File: src/rtl/timer_pkg.sv
// timer_pkg: shared register map and field layout for multi_timer.
//   Per-channel word offsets (CTRL, CMP, CNT, STATUS), CTRL/STATUS bit
//   positions, prescaler width, CSR bit positions for MIE/MTIE, and
//   helpers that convert between the CTRL bus word and its fields.
package timer_pkg;

   localparam int         REG_OFF_W  = 2;
   localparam logic [1:0] OFF_CTRL   = 2'd0;
   localparam logic [1:0] OFF_CMP    = 2'd1;
   localparam logic [1:0] OFF_CNT    = 2'd2;
   localparam logic [1:0] OFF_STATUS = 2'd3;

   localparam int CTRL_EN_BIT      = 0;
   localparam int CTRL_ONESHOT_BIT = 1;
   localparam int CTRL_IE_BIT      = 2;
   localparam int CTRL_PRESC_LSB   = 8;
   localparam int PRESC_W          = 8;

   localparam int STATUS_PEND_BIT = 0;

   localparam int MSTATUS_MIE_BIT = 3;
   localparam int MIE_MTIE_BIT    = 7;

   typedef struct packed {
      logic               en;
      logic               oneshot;
      logic               ie;
      logic [PRESC_W-1:0] presc;
   } ctrl_t;

   // CTRL as seen on the bus; unassigned bits read 0.
   function automatic logic [31:0] pack_ctrl(ctrl_t c);
      logic [31:0] w;
      w = '0;
      w[CTRL_EN_BIT]                     = c.en;
      w[CTRL_ONESHOT_BIT]                = c.oneshot;
      w[CTRL_IE_BIT]                     = c.ie;
      w[CTRL_PRESC_LSB +: PRESC_W]       = c.presc;
      return w;
   endfunction

   function automatic ctrl_t unpack_ctrl(logic [31:0] w);
      ctrl_t c;
      c.en      = w[CTRL_EN_BIT];
      c.oneshot = w[CTRL_ONESHOT_BIT];
      c.ie      = w[CTRL_IE_BIT];
      c.presc   = w[CTRL_PRESC_LSB +: PRESC_W];
      return c;
   endfunction

endpackage

File: src/rtl/timer_channel.sv
// timer_channel: one timer channel (CTRL, prescaler, counter, compare, PEND).
//   clk, reset        : clock, synchronous active-high reset
//   ctrl_we/cmp_we    : load CTRL / CMP from wdata at this edge
//   cnt_we            : clear CNT and prescaler (data ignored)
//   status_we         : write-1-to-clear PEND using wdata bit 0
//   wdata             : bus write data
//   ctrl_word         : CTRL register in bus layout
//   ie                : interrupt enable field of CTRL
//   cmp, cnt, pend    : compare value, current count, pending flag
module timer_channel
   import timer_pkg::*;
#(
   parameter int CNT_W = 32
) (
   input  logic             clk,
   input  logic             reset,
   input  logic             ctrl_we,
   input  logic             cmp_we,
   input  logic             cnt_we,
   input  logic             status_we,
   input  logic [31:0]      wdata,
   output logic [31:0]      ctrl_word,
   output logic             ie,
   output logic [CNT_W-1:0] cmp,
   output logic [CNT_W-1:0] cnt,
   output logic             pend
);

   ctrl_t              ctrl_q;
   logic [PRESC_W-1:0] pre_q;
   logic [CNT_W-1:0]   cnt_q;
   logic [CNT_W-1:0]   cmp_q;
   logic               pend_q;
   logic               tick;
   logic               match;
   logic               unused_wdata;

   // Tick closes each PRESC+1 cycle window; match uses the pre-edge CMP.
   assign tick  = ctrl_q.en && (pre_q == ctrl_q.presc);
   assign match = tick && (cnt_q == cmp_q);

   always_ff @(posedge clk) begin
      if (reset) begin
         ctrl_q <= '0;
         cmp_q  <= '0;
         cnt_q  <= '0;
         pre_q  <= '0;
         pend_q <= 1'b0;
      end else begin
         // A software CTRL write overrides the one-shot self-disable.
         if (ctrl_we)
            ctrl_q <= unpack_ctrl(wdata);
         else if (match && ctrl_q.oneshot)
            ctrl_q.en <= 1'b0;

         if (cmp_we)
            cmp_q <= wdata[CNT_W-1:0];

         if (cnt_we || !ctrl_q.en) begin
            cnt_q <= '0;
            pre_q <= '0;
         end else if (tick) begin
            pre_q <= '0;
            cnt_q <= match ? '0 : cnt_q + 1'b1;
         end else begin
            pre_q <= pre_q + 1'b1;
         end

         // A new match beats a coincident clear.
         if (match)
            pend_q <= 1'b1;
         else if (status_we && wdata[STATUS_PEND_BIT])
            pend_q <= 1'b0;
      end
   end

   assign ctrl_word    = pack_ctrl(ctrl_q);
   assign ie           = ctrl_q.ie;
   assign cmp          = cmp_q;
   assign cnt          = cnt_q;
   assign pend         = pend_q;
   assign unused_wdata = ^wdata;

endmodule

File: src/rtl/multi_timer.sv
// multi_timer: NUM_CH memory-mapped timer channels with one interrupt line.
//   clk, reset             : clock, synchronous active-high reset
//   timer_read_address_in  : read word address
//   timer_read_data_out    : read data, combinational from the read address
//   timer_write_address_in : write word address
//   timer_write_data_in    : write data
//   timer_write_enable_in  : one write per asserted cycle
//   mstatus_data           : bit 3 = MIE
//   mie_data               : bit 7 = MTIE
//   timer_int_req          : registered level interrupt request
// Channel i occupies words BASE_ADDR+4*i .. BASE_ADDR+4*i+3.
module multi_timer
   import timer_pkg::*;
#(
   parameter int          NUM_CH    = 4,
   parameter int          CNT_W     = 32,
   parameter logic [31:0] BASE_ADDR = 32'h9000_0000
) (
   input  logic        clk,
   input  logic        reset,
   input  logic [31:0] timer_read_address_in,
   output logic [31:0] timer_read_data_out,
   input  logic [31:0] timer_write_address_in,
   input  logic [31:0] timer_write_data_in,
   input  logic        timer_write_enable_in,
   input  logic [31:0] mstatus_data,
   input  logic [31:0] mie_data,
   output logic        timer_int_req
);

   localparam int CH_IDX_W = 32 - REG_OFF_W;

   logic [31:0]       rd_off;
   logic [31:0]       wr_off;
   logic [31:0]       ctrl_v [NUM_CH];
   logic [CNT_W-1:0]  cmp_v  [NUM_CH];
   logic [CNT_W-1:0]  cnt_v  [NUM_CH];
   logic [NUM_CH-1:0] pend_v;
   logic [NUM_CH-1:0] ie_v;
   logic              irq_any;
   logic              unused_csr;

   // Offsets relative to the block; anything outside 0..4*NUM_CH-1 (including
   // addresses below BASE_ADDR, which wrap high) matches no channel index.
   assign rd_off = timer_read_address_in  - BASE_ADDR;
   assign wr_off = timer_write_address_in - BASE_ADDR;

   for (genvar i = 0; i < NUM_CH; i++) begin : g_ch
      logic sel;
      assign sel = timer_write_enable_in &&
                   (wr_off[31:REG_OFF_W] == CH_IDX_W'(i));

      timer_channel #(.CNT_W(CNT_W)) u_ch (
         .clk       (clk),
         .reset     (reset),
         .ctrl_we   (sel && (wr_off[REG_OFF_W-1:0] == OFF_CTRL)),
         .cmp_we    (sel && (wr_off[REG_OFF_W-1:0] == OFF_CMP)),
         .cnt_we    (sel && (wr_off[REG_OFF_W-1:0] == OFF_CNT)),
         .status_we (sel && (wr_off[REG_OFF_W-1:0] == OFF_STATUS)),
         .wdata     (timer_write_data_in),
         .ctrl_word (ctrl_v[i]),
         .ie        (ie_v[i]),
         .cmp       (cmp_v[i]),
         .cnt       (cnt_v[i]),
         .pend      (pend_v[i])
      );
   end

   always_comb begin
      timer_read_data_out = '0;
      for (int i = 0; i < NUM_CH; i++) begin
         if (rd_off[31:REG_OFF_W] == CH_IDX_W'(i)) begin
            case (rd_off[REG_OFF_W-1:0])
               OFF_CTRL: timer_read_data_out = ctrl_v[i];
               OFF_CMP:  timer_read_data_out = 32'(cmp_v[i]);
               OFF_CNT:  timer_read_data_out = 32'(cnt_v[i]);
               default:  timer_read_data_out = 32'(pend_v[i]);
            endcase
         end
      end
   end

   assign irq_any = |(pend_v & ie_v);

   always_ff @(posedge clk) begin
      if (reset)
         timer_int_req <= 1'b0;
      else
         timer_int_req <= irq_any && mstatus_data[MSTATUS_MIE_BIT] &&
                          mie_data[MIE_MTIE_BIT];
   end

   assign unused_csr = ^{mstatus_data, mie_data};

endmodule
File: config.mk
export PLATFORM = sky130hd
export DESIGN_NAME = multi_timer
export DESIGN_NICKNAME = d
export VERILOG_FILES = /design/src/rtl/timer_pkg.sv /design/src/rtl/timer_channel.sv /design/src/rtl/multi_timer.sv
export SDC_FILE = /design/constraint.sdc
export NUM_CORES = 1
export LEC_CHECK = 0
export CAP_MARGIN = 5
export CORE_AREA = 4 4 242 244
export DETAILED_ROUTE_END_ITERATION = 7
export DIE_AREA = 0 0 246 248
export GPL_ROUTABILITY_DRIVEN = 0
export HOLD_SLACK_MARGIN = 0.03
export PLACE_DENSITY = 0.54
export SYNTH_ARGS = -nofsm -noshare
export SYNTH_HDL_FRONTEND = slang
export SYNTH_SLANG_ARGS = --single-unit
export TNS_END_PERCENT = 100
File: constraint.sdc
create_clock -name clk -period 5.2 [get_ports clk]
set_input_delay 0.52 -clock clk [delete_from_list [all_inputs] [get_ports clk]]
set_output_delay 0.52 -clock clk [all_outputs]
set_load 0.02 [all_outputs]
==> results of run 1 <==
## power by group
part	internal, mW	leakage, nW	switching (mW)	total, mW
Clock	1.76	0.664	1.16	2.92
Sequential	2.58	2.71	0.00359	2.59
Combinational	0.100	2.95	0.188	0.288
## sequential cells by signal (all words and copies together), names as in the netlist
signal,cells
g_ch.u_ch.cmp,128
g_ch.u_ch.cnt,128
g_ch.u_ch.ctrl_word,40
g_ch.u_ch.pre_q,32
g_ch.u_ch.ie,4
g_ch.u_ch.pend,4
timer_int_req,1
## final timing paths
check	startpoint	to	cells after the start	slack, ns
max reg2reg	g_ch[1].u_ch.cnt[5]	g_ch[1].u_ch.cnt[25]	6	1.97
max	timer_read_address_in[6]	timer_read_data_out[13]	9	1.17
min reg2reg	g_ch[3].u_ch.cmp[10]	g_ch[3].u_ch.cmp[10]	2	0.48
min	reset	g_ch[1].u_ch.ie	2	0.37
## logic make-up (layout without fill, tap and decap cells)
group,count (synthesis),count (layout),share of synthesized area (%)
buf+inv,190,263,4.41
flops,337,337,37.6
mux,48,48,3.03
simple gates,1001,1001,25.9
other cells,0,1,0
xor+xnor,294,294,14.4
fa+ha+maj,8,8,0.559
compound gates,398,398,14.1
## per-layer routing
layer	vias to the layer above	part of all wire, %	GRT usage (%)
li1	7988	-	-
met5	-	0.018	0
met1	8090	45	29.5
met4	2	3.8	7.61
met3	121	8.3	4.63
met2	692	43	33.0
## cells in the final DEF, fill, tap and decap left out, types with 10 or more instances in the layout
cell type | Yosys | routed
or3_1 | 12 | 12
nor2b_1 | 14 | 12
xor2_1 | 64 | 64
nor4_1 | 26 | 25
a22o_1 | 41 | 41
nand4_1 | 81 | 81
a21oi_1 | 195 | 195
clkdlybuf4s50_1 | 0 | 130
nor3_1 | 51 | 51
nand3_1 | 80 | 80
dfxtp_1 | 337 | 337
buf_4 | 0 | 31
o21ai_0 | 20 | 20
nand2_1 | 420 | 420
and3_1 | 28 | 28
a32o_1 | 10 | 10
o211ai_1 | 12 | 12
o22ai_1 | 30 | 30
a211oi_1 | 13 | 13
nor2_1 | 222 | 222
and4_1 | 14 | 14
mux2i_1 | 43 | 43
inv_1 | 25 | 25
xnor2_1 | 230 | 230
clkbuf_16 | 0 | 41
a22oi_1 | 42 | 42
a221oi_1 | 23 | 23
## per-stage QoR
step	total power, mW	worst slack (ns)	cells
after floorplan	2.76	1.99	2276
after global placement	2.93	1.18	3033
after detailed placement	2.93	1.19	3033
after CTS	5.83	1.19	3104
after global routing	5.96	0.999	3105
final	5.79	1.17	3106
## final cells by class
cell class,instances,area (um2)
inverters,25,93.8
flip-flops and latches,337,6750
clock inverters,14,176
fillers,5781,35100
clock buffers,57,1170
diodes,1,2.50
multi-input cells,1749,10400
repair buffers,167,1620
well taps,756,946
## worst register-to-register path: stages (launching register included)
cell     delay [ns]
dfxtp_1        0.57
xnor2_1        0.19
nand4_1        0.18
nor4_1         0.84
nand3_1        0.31
nand2_1        0.83
nor2_1         0.14
==> results.md, run 1 <==
- The flow ran to the end, and the final reports show no timing, DRC or antenna violations.
- In the final layout, the share of cells above drive strength 1 is between 5 and 6%.
- The commonest cells after synthesis are nand2_1 (420), dfxtp_1 (337), xnor2_1 (230).
- The routed layout has roughly 17000 vias.
- The category of the most critical setup path is input port to primary output.
- The cell with the most instances on the worst path is clkdlybuf4s50_1.
- The arrival time of data at the critical path endpoint is 3.51 ns.
- The number of global-route vias before repair is 15900.
- The final core area utilization is between 30 and 40%.
- After clock tree synthesis, the repair step resized 0 gates.
- Across the run, the number of max-cap violations was 0.
- The post-synthesis average cell area is 7.87 um2.
- The power density over cell area is 273 mW/mm2.
- The largest buffer count on any clock path is 3.
- The clock tree from TritonCTS is built.
- The post-synthesis instance area is 0.0179 mm2.
- IR analysis of the VDD net gives a maximum drop of 0.180 mV.
- Setup repair after global routing left no endpoint under its margin.
- The number of buffers and inverters on the critical path is 3.
- The area added between synthesis and finish is 18.3%.
- Buffers inserted during clock tree synthesis total 40.
- The highest cell delay on the worst timing path is between 0.5 and 0.6 ns.
- dfxtp_1 takes more of the synthesized area than any other cell.
- Clock latency on the worst-skew pair, taken at its later pin, is 0.56 ns.
- The count of unresolved DRC violations after routing is 0.
- The die is between 200 and 250 um wide.
- The area of the die is 0.0610 mm2.
- The final setup violation count is 0.
- The count of flip-flops with a built-in enable after synthesis is 0.
- The most common flop cell mapped by yosys is dfxtp_1.
- Wires add up to 67500 um.
- The clock drives 337 sinks.
- For this run, the detailed router's first-pass iteration total came to 5.
- The die is 248 um tall.
- The final cell area excluding filler cells is 0.0212 mm2.
- The worst setup path is launched from an input port.
- Summing all placed instances gives a cell area of 0.0198 mm2.
- The worst setup path is captured at a primary output.
- In this run the remaining antenna-violating nets after routing total 0.
- The CTS clock-pin slew for the worst setup and hold paths is 0.06 ns.
- The number of buffers inserted by hold repair at cts is 0.
- After the first detailed-routing iteration, the DRC count stood at between 1500 and 2000.
- For the finished layout, the period the worst path requires is slightly above 4 ns.
- Of the available clock period, the critical path in the final layout requires 77.5%.
- In the final timing run, aggregate negative setup slack is 0 ns.
- The required time of the critical path is between 4 and 5 ns.
- On the final layout, the worst clock skew is 0.0157 ns.
- The cell row count is 87.
- The Yosys step of the flow raised 0 warnings.
- The initial antenna violation count was 2.
- The number of endpoints with negative hold slack in the final report was 0.
- The total count of max-transition violations in the final report is 0.
- The signal on the critical path passes through clkdlybuf4s50_1 -> nor4_1 -> and4_1 -> nor2b_1 -> and2_1 -> buf_4 -> o211ai_1 -> a32o_1 -> clkdlybuf4s50_1.
- The average vias per placed instance is 5.44.
- Static timing analysis puts the maximum clock frequency at ~250 MHz.
- The final layout net count is roughly 2500.
- For this run, the total global-route usage over all layers was measured as a little over a fifth.
- Final hold analysis gives a worst-case slack of 0.371 ns.
- In the synthesized netlist the async set-or-reset flop fraction comes to 0%.
- The post-synthesis cell count is roughly 2300.
- For this design the static power due to leakage is 6.33 nW.
- Sorting the synthesized cells by area gives the leading types as dfxtp_1 (38%), xnor2_1 (11%), nand2_1 (8.8%).
- The worst pin sits at a relative slew slack of a little under a quarter.
- The class of the tightest hold or removal check is input port to flop.
- The total overflow left after global routing is 0.
- The top cell type by area accounts for 37.6% of the synthesized area.
- The transition at the pin with the smallest max-transition slack is roughly 1.1 ns.
- Counting distinct cell types in the post-synthesis netlist gives between 50 and 60.
- The cell type group with the largest total delay on the critical path is buffers and inverters.
- The core region is roughly 0.056 mm2.
- The largest net degree at the start of global routing is slightly above 70.
- The library cell used as clock root buffer is clkbuf_16.
- The register area share after synthesis is 37.6%.
- The flip-flop and latch count after synthesis is ~340.
- The effective utilization at floorplan is 31.8%.
- The clock tree synthesis step divided the H-tree into 2 levels.
- In the post-synthesis netlist, the cell with the most instances is nand2_1.
- The first global-routing pass estimated 100000 um of wire.
- The port buffer count is about 130.
- The HPWL after detailed placement is a little under 50000 um.
- In this run the post-CTS setup repair buffer count came out at 0.
- The final routed wire length divided by cell count is 21.7 um.
- The number of ports placed on the die boundary is between 150 and 200.
- In this run the worst path has a maximum fanout of 31.
- Synthesis produced a netlist with a net count of 2447.
- The largest individual stage delay along the critical path comes from the cell clkdlybuf4s50_1.
No activity file was read; power rests on OpenSTA's default activity.
==> inputs of run 2 (changes only) <==
- clock period: 5.2 -> 4 ns (I/O delays scaled with it)
==> run 2 against run 1 <==
- setup slack worse by 0.95 ns
- sequential power is 30% higher
- hold slack worse by 0.020 ns
- critical path type unchanged
- highest routed layer unchanged
- power is 26% higher
- clock skew is 0.0039 ns lower
- clock power is 20% higher
- largest power group unchanged
- critical endpoint is now timer_read_data_out[30]
==> results.md, run 2 (synthesis results as in run 1) <==
- The global-route wire length before repair is 101000 um (+0.89%).
- The via count is 17000 (+0.41%).
- The transition at the pin with the smallest max-transition slack is 1.11 ns (-0.0294 ns).
- The post-CTS setup buffer count is 0 (unchanged).
- The power density over cell area is 343 mW/mm2 (+26%).
- The arrival time of data at the critical path endpoint is 3.38 ns (-0.13 ns).
- The count of unresolved DRC violations after routing is 0 (unchanged).
- The clock insertion delay at the later pin of the skew report is 0.56 ns (about the same).
- The launch instance of the worst register-to-register path is g_ch[3].u_ch.cnt[5].
- The average vias per placed instance is 5.45 (+0.12%).
- The share of final-layout standard cells stronger than drive strength 1 came to 5.81% (+0.32 points).
- The final critical-path required period is 3.78 ns.
- The largest buffer count on any clock path was 3 (unchanged).
- The port buffer count was 133 (unchanged).
- The library cells used most frequently in the layout, excluding fill and tap cells, are nand2_1 (420), dfxtp_1 (337), xnor2_1 (230).
- The vertical die dimension is 248 um (unchanged).
- The required time of the critical path came to 3.60 ns (-1.08 ns).
- The largest net degree at the start of global routing is 95 (+32%).
- The number of ports placed on the die boundary came to 196 (unchanged).
- The total count of max-transition violations in the final report is 0 (unchanged).
- The final worst-path cycle share is ~95%.
- The number of max-cap violations is 0 (unchanged).
- The run finished with clean final reports.
- The start point of the critical path is timer_read_address_in[0].
- The initial antenna violation count is 2 (unchanged).
- The width of the die is 246 um (unchanged).
- The final routed wire length divided by cell count is 21.8 um (+0.18%).
- The total power consumption of the routed design is 7.27 mW (+26%).
- The worst-case headroom to the max-slew limit is 25.1% (+1.9 points).
- The area added between synthesis and finish is 18.2% (about the same).
- The aggregate negative setup slack is 0 ns (unchanged).
- The commonest non-fill, non-tap cell in the layout is nand2_1.
- The cell row count is 87 (unchanged).
- The overall track demand over capacity in global routing is 21.7% (+0.25 points).
- TritonCTS built the clock tree.
- The number of routed nets with antenna violations is 0 (unchanged).
- The standard cell core area came to 0.0563 mm2 (unchanged).
- Traced cell by cell, the critical path runs through buf_2 -> nor2b_4 -> buf_12 -> buf_4 -> a22oi_1 -> a2111oi_0 -> buf_4 -> clkdlybuf4s50_1.
- The startpoint identified for the worst hold timing path is reset.
- The number of buffers inserted by hold repair at cts is 0 (unchanged).
- The highest cell delay on the worst timing path is 0.76 ns (+0.18 ns).
- The library cell used as clock root buffer is clkbuf_16.
- The number of sinks driven by the clock tree was 337 (unchanged).
- The total wirelength of the detailed-routed design is 67800 um (+0.47%).
- The final core area utilization came to 37.6% (about the same).
- The highest achievable clock rate is around 260 MHz.
- The slowest cell on the critical path is a2111oi_0.
- The final layout net count is 2503 (+0.48%).
- The HPWL after detailed placement came to 49700 um (+1.2%).
- The leakage power total came to 6.33 nW (about the same).
- The count of TritonRoute iterations in the first routing pass is 6 (+1).
- The number of endpoints with negative hold slack in the final report is 0 (unchanged).
- The leftover overflow at the end of global routing came to 0 (unchanged).
- The setup clock skew after layout is 0.0118 ns (-0.00388 ns).
- The area of the die is 0.0610 mm2 (unchanged).
- The diode insertion count for antenna repair is 0 (-1).
- The final setup violation count is 0 (unchanged).
- The maximum fanout along the worst path is 30 (-3.2%).
- The cell with the most instances on the worst path is buf_4.
- The min-delay analysis places its worst path in the category input port to flop.
- The number of H-tree branching levels was 2 (unchanged).
- The register-to-register setup slack is 1.14 ns (-0.83 ns).
- The effective utilization at floorplan is 31.8% (unchanged).
- Setup repair after global routing left no endpoint under its margin.
- The hold slack is 0.351 ns (-0.0201 ns).
- The CTS clock-pin slew for the worst setup and hold paths is 0.05 ns (about the same).
- The worst setup path is launched from an input port.
- The number of gates resized after cts is 0 (unchanged).
- The instance area at placement is 0.0199 mm2 (+0.52%).
- The worst-case vdd ir drop is 0.234 mV (+30%).
- The category of the most critical setup path is input port to primary output.
- The number of DRC violations after detailed-routing iteration 0 was 1589 (+3.5%).
- The number of global-route vias before repair came to 16100 (+1.1%).
- The number of buffers added by the clock tree synthesis step is 40 (unchanged).
- STA classifies the critical path endpoint as a primary output.
- The final cell area excluding filler cells was 0.0212 mm2 (about the same).
==> run 2: cell types whose count changed in the layout (fill, tap and decap cells not counted) <==
cell and delta:
buf_12 +1, buf_16 -1, diode_2 -1, bufinv_16 -4, buf_8 +1, clkbuf_1 +2, clkbuf_8 +1, clkinv_4 -1
buf_4 +11
==> run 2: path summary, 6_finish.rpt <==
check / end / cells past startpoint
worst min-delay path: g_ch[1].u_ch.ctrl_word[14] / 2
worst max-delay path: timer_read_data_out[30] / 8
worst min register to register: g_ch[1].u_ch.cmp[31] / 2
worst max register to register: g_ch[3].u_ch.cnt[28] / 7
==> run 2: report_power, final <==
part	internal [mW]	switching (mW)	total, mW
registers	3.36	0.00491	3.37
clock network	2.04	1.47	3.51
logic	0.134	0.267	0.401
==> run 2: routing by layer <==
metal	global-route usage [%]	share of wire (%)
met3	5.32	10
met1	29.6	43
met5	0	0.056
met4	9.24	4.3
met2	32.6	43
==> run 2: final cells by class <==
| class | instances | area (um2) |
|---|---|---|
| clock buffers | 60 | 1190 |
| repair buffers | 179 | 1710 |
| multi-input cells | 1749 | 10400 |
| inverters | 25 | 93.8 |
| well taps | 756 | 946 |
| fillers | 5770 | 35100 |
| clock inverters | 9 | 47.5 |
| flip-flops and latches | 337 | 6750 |
==> run 2: critical path: cells and delay by family <==
kind / cells / cell delay [ns]
buffers and inverters: 5 / 1.59
AOI/OAI and AO/OA: 2 / 0.89
and+or+nand+nor: 1 / 0.47
==> run 2: stage by stage <==
stage,cells,setup WS (ns)
6_report,3115,0.215
5_1_grt,3115,0.108
3_3_place_gp,3045,0.190
4_1_cts,3114,0.258
3_5_place_dp,3045,0.258
2_1_floorplan,2276,1.03
